`src/rtl/vram_write_queue.sv`:
```
// Posted-write FIFO between CPU snoop stage and the shared VRAM port.
// Latency: 1 pixClk minimum from request to strobe; strobes only on seq==WR_SLOT or blank.
// Backpressure: none upstream; a push to a full queue with no pop is dropped and overflow sticks.
//
// Ports:
//   pixClk, reset         - pixel clock, synchronous active-high reset
//   seq, blank            - pixel phase and blanking flag (write-slot qualifiers)
//   inWrReq/inAddr/inData - one-cycle write request from the snoop stage
//   vramAddr/vramDataOut  - registered write being issued (held between writes)
//   nvramWE               - active-low strobe, low for one cycle per write
//   full/empty/overflow   - registered status; overflow is sticky until reset
//   level                 - current entry count
//
// Build option: define SEVGA_WRQ_COALESCE_EN to merge a push into the tail-most
// entry when the addresses match (data replaced in place, level unchanged).
module vram_write_queue #(
  parameter int          DEPTH   = 4,
  parameter logic [2:0]  WR_SLOT = 3'd4
) (
  input  logic                       pixClk,
  input  logic                       reset,
  input  logic [2:0]                 seq,
  input  logic                       blank,
  input  logic                       inWrReq,
  input  logic [14:0]                inAddr,
  input  logic [7:0]                 inData,
  output logic [14:0]                vramAddr,
  output logic [7:0]                 vramDataOut,
  output logic                       nvramWE,
  output logic                       full,
  output logic                       empty,
  output logic                       overflow,
  output logic [$clog2(DEPTH+1)-1:0] level
);

  localparam int             LW      = $clog2(DEPTH + 1);
  localparam int             PW      = $clog2(DEPTH);
  localparam logic [LW-1:0]  DEPTH_L = LW'(DEPTH);
  localparam logic [LW-1:0]  ONE_L   = LW'(1);

  logic [PW-1:0] head_q, head_d, tail_q, tail_d;
  logic [LW-1:0] level_q, level_d;
  logic          overflow_q, overflow_d;
  logic          full_q, full_d, empty_q, empty_d;
  logic          nwe_q, nwe_d;
  logic [14:0]   vaddr_q, vaddr_d;
  logic [7:0]    vdata_q, vdata_d;
  logic [14:0]   addr_mem_q [DEPTH];
  logic [14:0]   addr_mem_d [DEPTH];
  logic [7:0]    data_mem_q [DEPTH];
  logic [7:0]    data_mem_d [DEPTH];

  logic pop, coal, push, drop, full_now;

  // Pop decision uses the pre-edge level, so an entry pushed on this edge
  // can never issue before the next one.
  assign pop      = (level_q != '0) && ((seq == WR_SLOT) || blank);
  assign full_now = (level_q == DEPTH_L);

`ifdef SEVGA_WRQ_COALESCE_EN
  logic [PW-1:0] last_idx;
  assign last_idx = tail_q - PW'(1);
  // The tail-most entry is only being popped when it is also the sole entry.
  assign coal = inWrReq && (level_q != '0) && (addr_mem_q[last_idx] == inAddr)
                && !(pop && (level_q == ONE_L));
`else
  assign coal = 1'b0;
`endif

  // A pop on the same edge frees a slot, so a full queue still accepts.
  assign push = inWrReq && !coal && (!full_now || pop);
  assign drop = inWrReq && !coal && full_now && !pop;

  always_comb begin
    head_d     = head_q;
    tail_d     = tail_q;
    level_d    = level_q;
    overflow_d = overflow_q | drop;
    nwe_d      = 1'b1;
    vaddr_d    = vaddr_q;
    vdata_d    = vdata_q;
    addr_mem_d = addr_mem_q;
    data_mem_d = data_mem_q;

    if (pop) begin
      vaddr_d = addr_mem_q[head_q];
      vdata_d = data_mem_q[head_q];
      nwe_d   = 1'b0;
      head_d  = head_q + PW'(1);
    end

    if (push) begin
      addr_mem_d[tail_q] = inAddr;
      data_mem_d[tail_q] = inData;
      tail_d             = tail_q + PW'(1);
    end

`ifdef SEVGA_WRQ_COALESCE_EN
    if (coal) begin
      data_mem_d[last_idx] = inData;
    end
`endif

    case ({push, pop})
      2'b10:   level_d = level_q + ONE_L;
      2'b01:   level_d = level_q - ONE_L;
      default: level_d = level_q;
    endcase

    full_d  = (level_d == DEPTH_L);
    empty_d = (level_d == '0);
  end

  always_ff @(posedge pixClk) begin
    if (reset) begin
      head_q     <= '0;
      tail_q     <= '0;
      level_q    <= '0;
      overflow_q <= 1'b0;
      full_q     <= 1'b0;
      empty_q    <= 1'b1;
      nwe_q      <= 1'b1;
      vaddr_q    <= '0;
      vdata_q    <= '0;
    end else begin
      head_q     <= head_d;
      tail_q     <= tail_d;
      level_q    <= level_d;
      overflow_q <= overflow_d;
      full_q     <= full_d;
      empty_q    <= empty_d;
      nwe_q      <= nwe_d;
      vaddr_q    <= vaddr_d;
      vdata_q    <= vdata_d;
    end
  end

  // Entry storage needs no reset: pointers and level define what is valid.
  always_ff @(posedge pixClk) begin
    addr_mem_q <= addr_mem_d;
    data_mem_q <= data_mem_d;
  end

  assign vramAddr    = vaddr_q;
  assign vramDataOut = vdata_q;
  assign nvramWE     = nwe_q;
  assign full        = full_q;
  assign empty       = empty_q;
  assign overflow    = overflow_q;
  assign level       = level_q;

endmodule

```
`config.mk`:
```
export PLATFORM = sky130hd
export DESIGN_NAME = vram_write_queue
export DESIGN_NICKNAME = d
export VERILOG_FILES = /design/src/rtl/vram_write_queue.sv
export SDC_FILE = /design/constraint.sdc
export NUM_CORES = 1
export LEC_CHECK = 0
export ABC_CLOCK_PERIOD_IN_PS = 2260
export CORE_MARGIN = 5
export CORE_UTILIZATION = 30
export CTS_BUF_LIST = sky130_fd_sc_hd__clkbuf_2
export CTS_CLUSTER_SIZE = 25
export DETAILED_ROUTE_END_ITERATION = 10
export PLACE_DENSITY = 0.46
export SLEW_MARGIN = 25
export SYNTH_ARGS = -nofsm -noshare
export SYNTH_HDL_FRONTEND = slang
export SYNTH_SLANG_ARGS = --single-unit
export TNS_END_PERCENT = 10
```
`constraint.sdc`:
```
create_clock -name pixClk -period 2.26 [get_ports pixClk]
set_input_delay 0.226 -clock pixClk [delete_from_list [all_inputs] [get_ports pixClk]]
set_output_delay 0.226 -clock pixClk [all_outputs]
set_load 0.05 [all_outputs]
```
# ---- Yosys cells after proc, flatten, opt, wreduce, memory -nomap -nowiden
# Cells that the tools add are included.
dict set report word_totals {
  wordCells 57
  input_bits 30
  ff_bits 126
  out_inout_bits 30
}
dict set report classes {
  bitwise 3
  eq_ne 5
  n_reduce_logical 11
  n_addsub 4
  n_mux 14
  magnitude_cmp 3
}
# cell count
set op_table {}
lappend op_table {{$bwmux W60} 1}
lappend op_table {{$mux W15} 3}
lappend op_table {{$bwmux W32} 1}
lappend op_table {{$bmux W15 S2} 1}
lappend op_table {{$demux W15 S2} 1}
lappend op_table {{$mux W8} 3}
lappend op_table {{$bmux W8 S2} 1}
lappend op_table {{$demux W8 S2} 1}
lappend op_table {{$eq A3 B3 Y1 const B} 3}
lappend op_table {{$ge A3 B3 Y1 const B} 2}
lappend op_table {{$not A2 Y3} 2}
lappend op_table {{$pmux W3 S2} 1}
lappend op_table {{$logic_and A1 B1 Y1} 5}
lappend op_table {{$add A2 B1 Y2 const B} 2}
lappend op_table {{$add A3 B1 Y3 const B} 1}
lappend op_table {{$logic_not A3 Y1} 1}
lappend op_table {{$lt A3 B1 Y1 const B} 1}
lappend op_table {{$reduce_bool A3 Y1} 1}
lappend op_table {{$sub A3 B1 Y3 const B} 1}
lappend op_table {{$eq A2 B1 Y1 const B} 1}
lappend op_table {{$eq A2 B2 Y1 const B} 1}
lappend op_table {{$logic_not A1 Y1} 2}
lappend op_table {{$logic_or A1 B1 Y1} 2}
lappend op_table {{$mux W1} 1}
lappend op_table {{$or A1 B1 Y1} 1}

# ---- Logic depth before layout (Yosys ltp)
# Gate-level depths: netlist of run 1.
dict set report depth {
  word_depth 8
  mapped_depth 10
  ltp_nobuf 9
}

# ---- Worst setup path after synthesis of run 1
# OpenSTA, ideal clock, no wires.
dict set report synth_path {
  path_type {register to register}
  start {register level_q[0] (netlist: level[0])}
  end {register empty_q (netlist: empty)}
  setup_slack_ps -325
  t_required_ps 2190
  t_arrival_ps 2515
  n_path_buf 1
  stages_incl_launch_ff 11
  setup_ps 70
  period_less_slack_ps 2585
  path_cell_list {dfxtp_1 > buf_2 > nor3_4 > a211oi_4 > inv_1 > fa_1 > and2b_1 > nand3_1 > a32o_1 > o21ai_1 > a21boi_1}
}
dict set report synth_between {
  elab_chain_len 7
  elab_cells_between_ends 12
  cone_classes {add/sub: 2; eq/ne: 3; mux: 1; reduce/logical: 6}
}
# item line
set synth_lines {}
lappend synth_lines {{start: declaration} 42} ;# logic [LW-1:0] level_q, level_d;
lappend synth_lines {{start signal: assignment} 128} ;# level_q <= level_d;
lappend synth_lines {{$eq A3 B3 Y1 or $reduce_bool A3 Y1 (tied branches)} {58, 57}}
lappend synth_lines {{$logic_not A1 Y1 or $logic_and A1 B1 Y1 (tied branches)} {71, 57}}
lappend synth_lines {{$logic_or A1 B1 Y1} 71} ;# assign push = inWrReq && !coal && (!full_now || pop);
lappend synth_lines {{$logic_and A1 B1 Y1} 71}
lappend synth_lines {{$eq A2 B1 Y1 or $eq A2 B2 Y1 (tied branches)} 104} ;# case ({push, pop})
lappend synth_lines {{$pmux W3 S2 (*)} 104}
lappend synth_lines {{$logic_not A3 Y1 (*)} 111} ;# empty_d = (level_d == '0);
lappend synth_lines {{end signal: assignment} 131} ;# empty_q <= empty_d;
lappend synth_lines {{end: declaration} 44} ;# logic full_q, full_d, empty_q, empty_d;
# Every way passes the cells marked *; elsewhere a longest branch is shown, timed or not.
# A chain may end at the register's enable or synchronous reset.

# ---- Worst setup path after layout of run 1
dict set report layout_path {
  start {input port seq[2]}
  end {register empty_q (netlist: empty)}
}
dict set report layout_between {
  elab_chain_len 8
  elab_cells_between_ends 9
  cone_classes {eq/ne: 3; mux: 1; reduce/logical: 5}
}
# item line
set layout_lines {}
lappend layout_lines {{start: declaration} 22} ;# input logic [2:0] seq,
lappend layout_lines {{$eq A3 B3 Y1 (*)} 57} ;# assign pop = (level_q != '0) && ((seq == WR_SLOT) || blank);
lappend layout_lines {{$logic_or A1 B1 Y1 (*)} 57}
lappend layout_lines {{$logic_and A1 B1 Y1 (*)} 57}
lappend layout_lines {{$logic_or A1 B1 Y1} 71}
lappend layout_lines {{$logic_and A1 B1 Y1} 71}
lappend layout_lines {{$eq A2 B1 Y1 or $eq A2 B2 Y1 (tied branches)} 104}
lappend layout_lines {{$pmux W3 S2 (*)} 104}
lappend layout_lines {{$logic_not A3 Y1 (*)} 111}
# Marks and branches as above.

==> results summary, run 1 <==
The run finished with clean final reports. The synthesis-to-layout area growth came out at 28.0%. VDD sags by at most 537 µV.

The endpoint type of the worst setup path is a register. The total half-perimeter wirelength after legalization and detailed placement came out at 6.72 mm. The wire length per cell is roughly 16 µm. For this design, the slowest cell found on the critical path is clkdlybuf4s50_1. The last weighted congestion value of the routability-driven placer came out at around 0.76.

After routing the design area is roughly 6100 µm². After clock tree synthesis, the clock-pin slew on the worst setup and hold paths is about 0.17 ns. In this run the standard cell core region covers 15800 µm². The count of mapped cells out of synthesis is slightly below 300. In this run the worst setup path terminates at empty$_SDFF_PP1_. Among all flip-flop cells after synthesis, the most frequent one is edfxtp_1. Measured against its own limit, the worst slew margin works out to around two thirds. The startpoint identified for the worst register-to-register timing path is level[0]$_SDFF_PP0_.

The path class of the tightest hold or removal check is input pin to register. The routed via count divided by cell count is 4.42. The number of buffers added on ports came out at 59. In this run the worst setup path begins at seq[2]. Counting I/O delays and the setup requirement, the final critical path takes 2.16 ns.

The clock insertion delay at the later pin of the skew report came out at between 0.6 and 0.7 ns. The starting density of the core came out at between 30% and 40%. Along the worst path, the maximum fanout reaches 3. The worst register-to-register path ends at empty$_SDFF_PP1_. The number of synthesized flops with an enable pin is just over 90. Global routing consumed, over all layers together, a little under an eighth of the routing resources. The number of buffers added to fix hold violations after cts is 0. The fill cell total of the finished layout came out at 1524. The die footprint is ~19000 µm².

The number of antenna violations at the first check in global routing came out at 1. The tool flagged a number of max-cap violations equal to 0. The die is between 100 and 150 µm tall. The total of endpoints with negative setup slack in the final report came out at 0. At the pin with the least slew margin, the transition time is about 0.51 ns. The async set-reset flop share out of synthesis came out at 0%. The number of DRC markers after the initial detailed-route iteration is around 120. The net count after synthesis is roughly 330. The number of optimization iterations in the first detailed-route pass came out at 5. The delay contributed by the slowest stage of the critical path is 0.46 ns. The data required time at the worst endpoint came out at 2.88 ns. The hold violation count in the final report was 0. The overall die width came out at 136 µm. Clock tree synthesis inserted a total of 17 buffers. The tree is rooted in a clkbuf_2. The number of warning messages in the yosys log is 0.

The power density normalized to cell area is around 1100 nW/µm². The setup clock skew after layout came out at roughly 0.018 ns. Walking the worst path, the cells encountered are clkdlybuf4s50_1, or3b_4, a211oi_4, inv_1, fa_1, and2b_1, nand3_1, a32o_2, o21ai_2, a21boi_2. The clock tree from TritonCTS is yes. After detailed routing, the number of remaining DRC violations is 0. The number of stages on the worst setup path is 10.

Counting cells, the worst reg-to-reg path comes to 9. The wire length reported by the detailed router came out at 9.81 mm. The maximum clock frequency came out at 0.463 GHz. The total via count in the routed design is ~2700. The maximum level of the CTS H-tree came out at 4. The first global-routing pass estimated between 15 and 20 mm of wire. The total number of clock tree sinks is about 130.

The number of nets still failing antenna checks after routing came out at 0. The number of synthesized register bits came out at about 130. Each instance of the synthesized netlist takes up on average around 16 µm². The net total in the final layout is 426. The maximum root-to-sink buffer count came out at 2. The via count of the first global-routing pass was ~2800. Row generation in the floorplan step produced 46 rows. Summed over all cells, the static leakage comes to 2.06 nW. The critical path is of the input pin to register type. The arrival time of the worst setup path is 2.78 ns. The critical path buffer and inverter count came out at 2.

60 I/O pins were placed. The max-slew violation total from the final report is 0. After synthesis the cells add up to between 4000 and 5000 µm². STA classifies the critical path startpoint as an input pin. The family of cells with the greatest summed delay on the critical path is compound AO/OA/AOI/OAI gates. Summing internal, switching and leakage power gives just under 7 mW.

The largest net degree at the start of global routing came out at 21. The flop-to-flop setup slack came out at around 0.11 ns. The total global routing overflow is 0. Of the synthesized area, sequential elements account for 71.8%.

Cells with a size suffix above 1 make up between 20% and 30% of the layout. After synthesis, the netlist uses 39 different library cells. In the finished design, the share of the clock period the worst path needs comes to a little over nine tenths. The post-detailed-placement cell area is just under 6000 µm².
-- registers in the layout, summed over array words and instances, names as in the netlist --
register and count:
overflow 1, level 3, vramAddr 15, addr_mem_q 60, nvramWE 1, empty 1, data_mem_q 32, full 1
tail_q 2, vramDataOut 8, head_q 2
-- per-layer routing --
layer  GRT usage (%)  vias up  routed length [µm]  part of all wire (%)
met4            4.70        0                 169                   1.7
met5               0        -                   0                     0
met1            13.3     1362                4240                    43
met2            18.6       79                4890                    50
li1                -     1290                   -                     -
met3            4.18       14                 514                   5.2
-- how the worst min path moves through the flow --
stage / from / endpoint / slack [ns] / cells past startpoint
floorplan: inAddr[0] / addr_mem_q[0]$_DFFE_PP_ / 0.32 / 0
global route: inAddr[14] / addr_mem_q[29]$_DFFE_PP_ / 0.07 / 1
finish: inAddr[14] / addr_mem_q[29]$_DFFE_PP_ / 0.18 / 1
CTS: inAddr[14] / addr_mem_q[59]$_DFFE_PP_ / 0.07 / 1
global placement: vramDataOut[1]$_SDFFE_PP0N_ / vramDataOut[1]$_SDFFE_PP0N_ / 0.44 / 2
detailed placement: vramDataOut[4]$_SDFFE_PP0N_ / vramDataOut[4]$_SDFFE_PP0N_ / 0.45 / 2
-- cells in the mapped netlist, types with 2 or more instances --
master	number	area (µm²)
buf_6	2	22.5
dfxtp_1	34	681
xnor2_1	4	35.0
mux2i_1	2	20.0
buf_4	5	37.5
nor2_1	9	33.8
o21ai_1	2	10.0
nand2_1	49	184
ha_1	4	50.1
mux4_2	23	518
edfxtp_1	92	2760
buf_2	4	20.0
a21oi_1	25	125
and2_1	4	25.0
inv_1	7	26.3
clkbuf_1	4	15.0
-- cell families (layout without fill, tap and decap cells) --
group,after synthesis,count (layout),synth area share [%]
DFF,126,126,71.8
AOI/OAI and AO/OA,38,38,5.42
adders and majority gates,5,5,1.46
muxes,25,25,11.2
buffers and inverters,24,135,2.69
and+or+nand+nor,70,70,6.55
other,0,1,0
xor gates and xnor gates,5,5,0.913
-- cell type report --
type                    count  area, µm²  area share [%]
clock buffers              22        110            1.79
flip-flops and latches    126       3450            56.2
diodes                      1       2.50          0.0407
well taps                 216        270            4.40
multi-input cells         143       1230            20.1
inverters                   8       30.0           0.489
repair buffers             95        945            15.4
clock inverters            10       98.8            1.61
-- timing repair --
| item | CTS | global route |
|---|---|---|
| setup buffers | 0 | 3 |
| setup endpoints to repair | 3 | 1 |
| pin swaps | 0 | 2 |
| resized for setup | 3 | 2 |
-- placed cells by master (no fill, tap or decap), types with 2 or more instances in the layout --
cell	n
clkinv_1	6
dlygate4sd2_1	3
ha_1	4
edfxtp_1	92
inv_1	7
mux4_2	23
nand2_1	49
clkdlybuf4s50_1	56
mux2i_1	2
buf_4	29
clkbuf_2	22
buf_12	7
xnor2_1	4
nor2_1	9
dfxtp_1	30
and2_1	4
bufinv_16	2
clkinvlp_4	2
dfxtp_2	3
a21oi_1	25
-- through the flow --
stage | std cells | hold WS, ns | setup slack, ns | util [%] | TNS (ns)
after floorplan | 293 | 0.325 | 0.00612 | - | 0
after global placement | 585 | 0.445 | -0.477 | 37.5 | -1.34
after detailed placement | 585 | 0.446 | -0.527 | 37.5 | -1.50
after CTS | 617 | 0.0716 | 0.0690 | 38.8 | 0
after global routing | 621 | 0.0730 | -0.00816 | 38.9 | -0.00816
final | 621 | 0.176 | 0.0992 | 38.9 | 0
-- where the power goes --
part	leakage [nW]	switching (mW)	internal, mW
Sequential	1.12	0.134	2.81
Combinational	0.808	1.53	1.13
Clock	0.132	0.754	0.509
Total	2.06	2.41	4.44
No activity file was read; power rests on OpenSTA's default activity.
==> inputs of run 2 (changes only) <==
CTS_CLUSTER_SIZE = 10   (was 25)
SKIP_LAST_GASP = 1   (was default)
==> run 2 against run 1 <==
Effect of this change:
- clock-buffer cell count is the same
- first-iteration DRC count shrank 4.1%
- combinational power about the same
- clock power hardly changed
- cell count shrank 0.48%
- die area unchanged
- setup slack worse by 0.027 ns
==> results summary, run 2 (same netlist as run 1, synthesis figures left out) <==
The run finished with clean final reports. The number of DRC markers after the initial detailed-route iteration came out at 116. The data required time at the worst endpoint came out at roughly 2.9 ns. In the layout the commonest cells are 92 x edfxtp_1, 57 x clkdlybuf4s50_1, 49 x nand2_1. The endpoint type of the worst setup path is a register.

The setup clock skew after layout came out at between 0.015 and 0.02 ns. After detailed routing, the number of vias per cell comes to around 4.4. Measured on the finished design, the core utilization comes to 38.8%. The share of layout cells above drive strength 1 is between 20% and 30%.

The most common library cell in the layout ignoring fill and taps is edfxtp_1. The total core area is 15800 µm². Setup repair after global routing could not meet its margin everywhere. On the final layout, the worst hold slack is about 0.18 ns. The critical path goes through nor3_4, a211oi_4, inv_1, fa_1, and2b_1, nand3_1, a32o_1, o21ai_2, a21boi_1.

The final critical delay including setup and external delays came out at 2.19 ns. The number of rows created at floorplan is 46. STA classifies the critical path startpoint as a register.

The maximum clock frequency came out at 0.457 GHz. The total track usage came out at a little under an eighth. The setup slack at placement is -0.527 ns. The total of endpoints with negative setup slack in the final report came out at 0.

In this run the horizontal extent of the chip is 136 µm. Entering global routing, the biggest net connects 21 pins. The die footprint came out at 18600 µm².

The root buffer cell chosen for the clock tree is clkbuf_2. After routing, the total negative slack on setup checks comes to 0 ns. The delay contributed by the slowest stage of the critical path is about 0.45 ns. The die span in y came out at about 140 µm. The worst-margin pin slew is approximately 0.5 ns.

The portion of the clock cycle consumed by the worst path in the final layout is 96.8%. The clock insertion delay at the later pin of the skew report came out at roughly 0.67 ns. The total CTS buffers is 17. The area growth from synthesis to layout is 27.5%. Counting along the longest clock path gives a buffer depth of 2. The final design instance area without fill is ~6100 µm².

For this configuration, the core starts out at a cell density of between 30% and 40%. The total global routing overflow came out at 0. The max-slew violation total from the final report came out at 0. The final worst-path setup slack is between 0.07 and 0.08 ns. The wire length reported by the detailed router came out at approximately 10 mm. The via count of the first global-routing pass came out at roughly 2800. For this run, design rule violations remaining after detail routing come to 0. The number of antenna violations at the first check in global routing was 1. The number of placed I/O pins came out at 60. The last weighted congestion value of the routability-driven placer came out at 0.764. The number of optimization iterations in the first detailed-route pass came out at 4. The worst-case IR drop observed on VDD is 537 µV. The first global-routing pass estimated between 15 and 20 mm of wire. The start-to-end type of the worst setup path is register to register. The worst slew margin relative to its limit is 66.0%. The register with the most flip-flops in the final layout is addr_mem_q. The number of buffers added on ports came out at slightly below 60. The post-detailed-placement cell area is 5910 µm². The arrival time of the worst setup path is roughly 2.8 ns. The total via count in the routed design came out at between 2000 and 3000. The flop-to-flop setup slack is approximately 0.072 ns. TritonCTS built the clock tree.

The total half-perimeter wirelength after legalization and detailed placement came out at approximately 6.7 mm. Clock-pin slew was measured on the worst setup and hold paths at 0.17 ns. The flip-flop count of the largest register after layout came out at 60.

The static leakage power came out at ~2.1 nW. The hold violation count in the final report is 0. The cell type of the slowest stage on the worst timing path is dfxtp_4. The path class of the tightest hold or removal check is input pin to register. The largest fanout on the critical path came out at 8.

Power spread over the standard cell area amounts to 1120 nW/µm². CTS built an H-tree with a depth of 4. The net total in the final layout is 423. Counting every sink on the clock net gives about 130.

The number of nets still failing antenna checks after routing came out at 0. The tool flagged a number of max-cap violations equal to 0. After detailed routing, the average wire length per cell comes to roughly 16 µm.
## run 2: changes by cell type in the layout (fill, tap and decap cells not counted), sizes merged
cell	previous run	this run
buf	36	33
dlymetal6s2s	0	1
dlygate4sd2	3	1
clkdlybuf4s50	56	57
## run 2: per-layer routing
layer  vias to the layer above  global-route usage, %  wire length [µm]
met5                         -                      0                 0
met4                         0                   4.70               160
met3                        12                   4.18               535
met2                        73                   18.6              4880
met1                      1336                   13.3              4210
li1                       1285                      -                 -
## run 2: cell type report
type / count / area, µm²
clock buffer: 22 / 110
tap: 216 / 270
antenna: 1 / 2.50
multi-input combinational: 143 / 1230
sequential: 126 / 3450
clock inverter: 10 / 98.8
fill: 1519 / 9650
inverter: 8 / 30.0
timing repair buffer: 92 / 927
## run 2: critical path: cells and delay by family, from the launching register on
kind                       cells  cell delay [ns]
buffers and inverters          1             0.08
adders and majority gates      1             0.39
AOI/OAI and AO/OA              4             0.82
and+or+nand+nor                3             0.40
DFF                            1             0.45
## run 2: power breakdown
group | switching, mW | leakage, nW | total, mW | internal, mW
clock network | 0.756 | 0.132 | 1.26 | 0.508
registers | 0.139 | 1.12 | 2.95 | 2.81
logic | 1.51 | 0.795 | 2.62 | 1.11
total | 2.40 | 2.05 | 6.83 | 4.43
## run 2: what timing repair did
item	4_1_cts	5_1_grt
endpoints found under the setup margin	3	3
hold buffers	0	0
setup buffers	0	0
gates resized for setup	1	1
## run 2: worst paths after layout
path | startpoint | end | cells after the start
max | level[0]$_SDFF_PP0_ | empty$_SDFF_PP1_ | 9
min | inAddr[14] | addr_mem_q[29]$_DFFE_PP_ | 1
max reg2reg | level[0]$_SDFF_PP0_ | empty$_SDFF_PP1_ | 9
min reg2reg | vramDataOut[4]$_SDFFE_PP0N_ | vramDataOut[4]$_SDFFE_PP0N_ | 2
## run 2: through the flow
stage	cells	power, mW
finish	618	6.83
CTS	617	6.99
floorplan	293	4.79
global route	618	7.26
global placement	585	5.68
detailed placement	585	5.70
==> inputs of run 3 (changes only) <==
CTS_CLUSTER_SIZE = 30   (was 10)
==> results of run 3 <==
The final DEF is identical to that of run 2; final timing and power are the same.
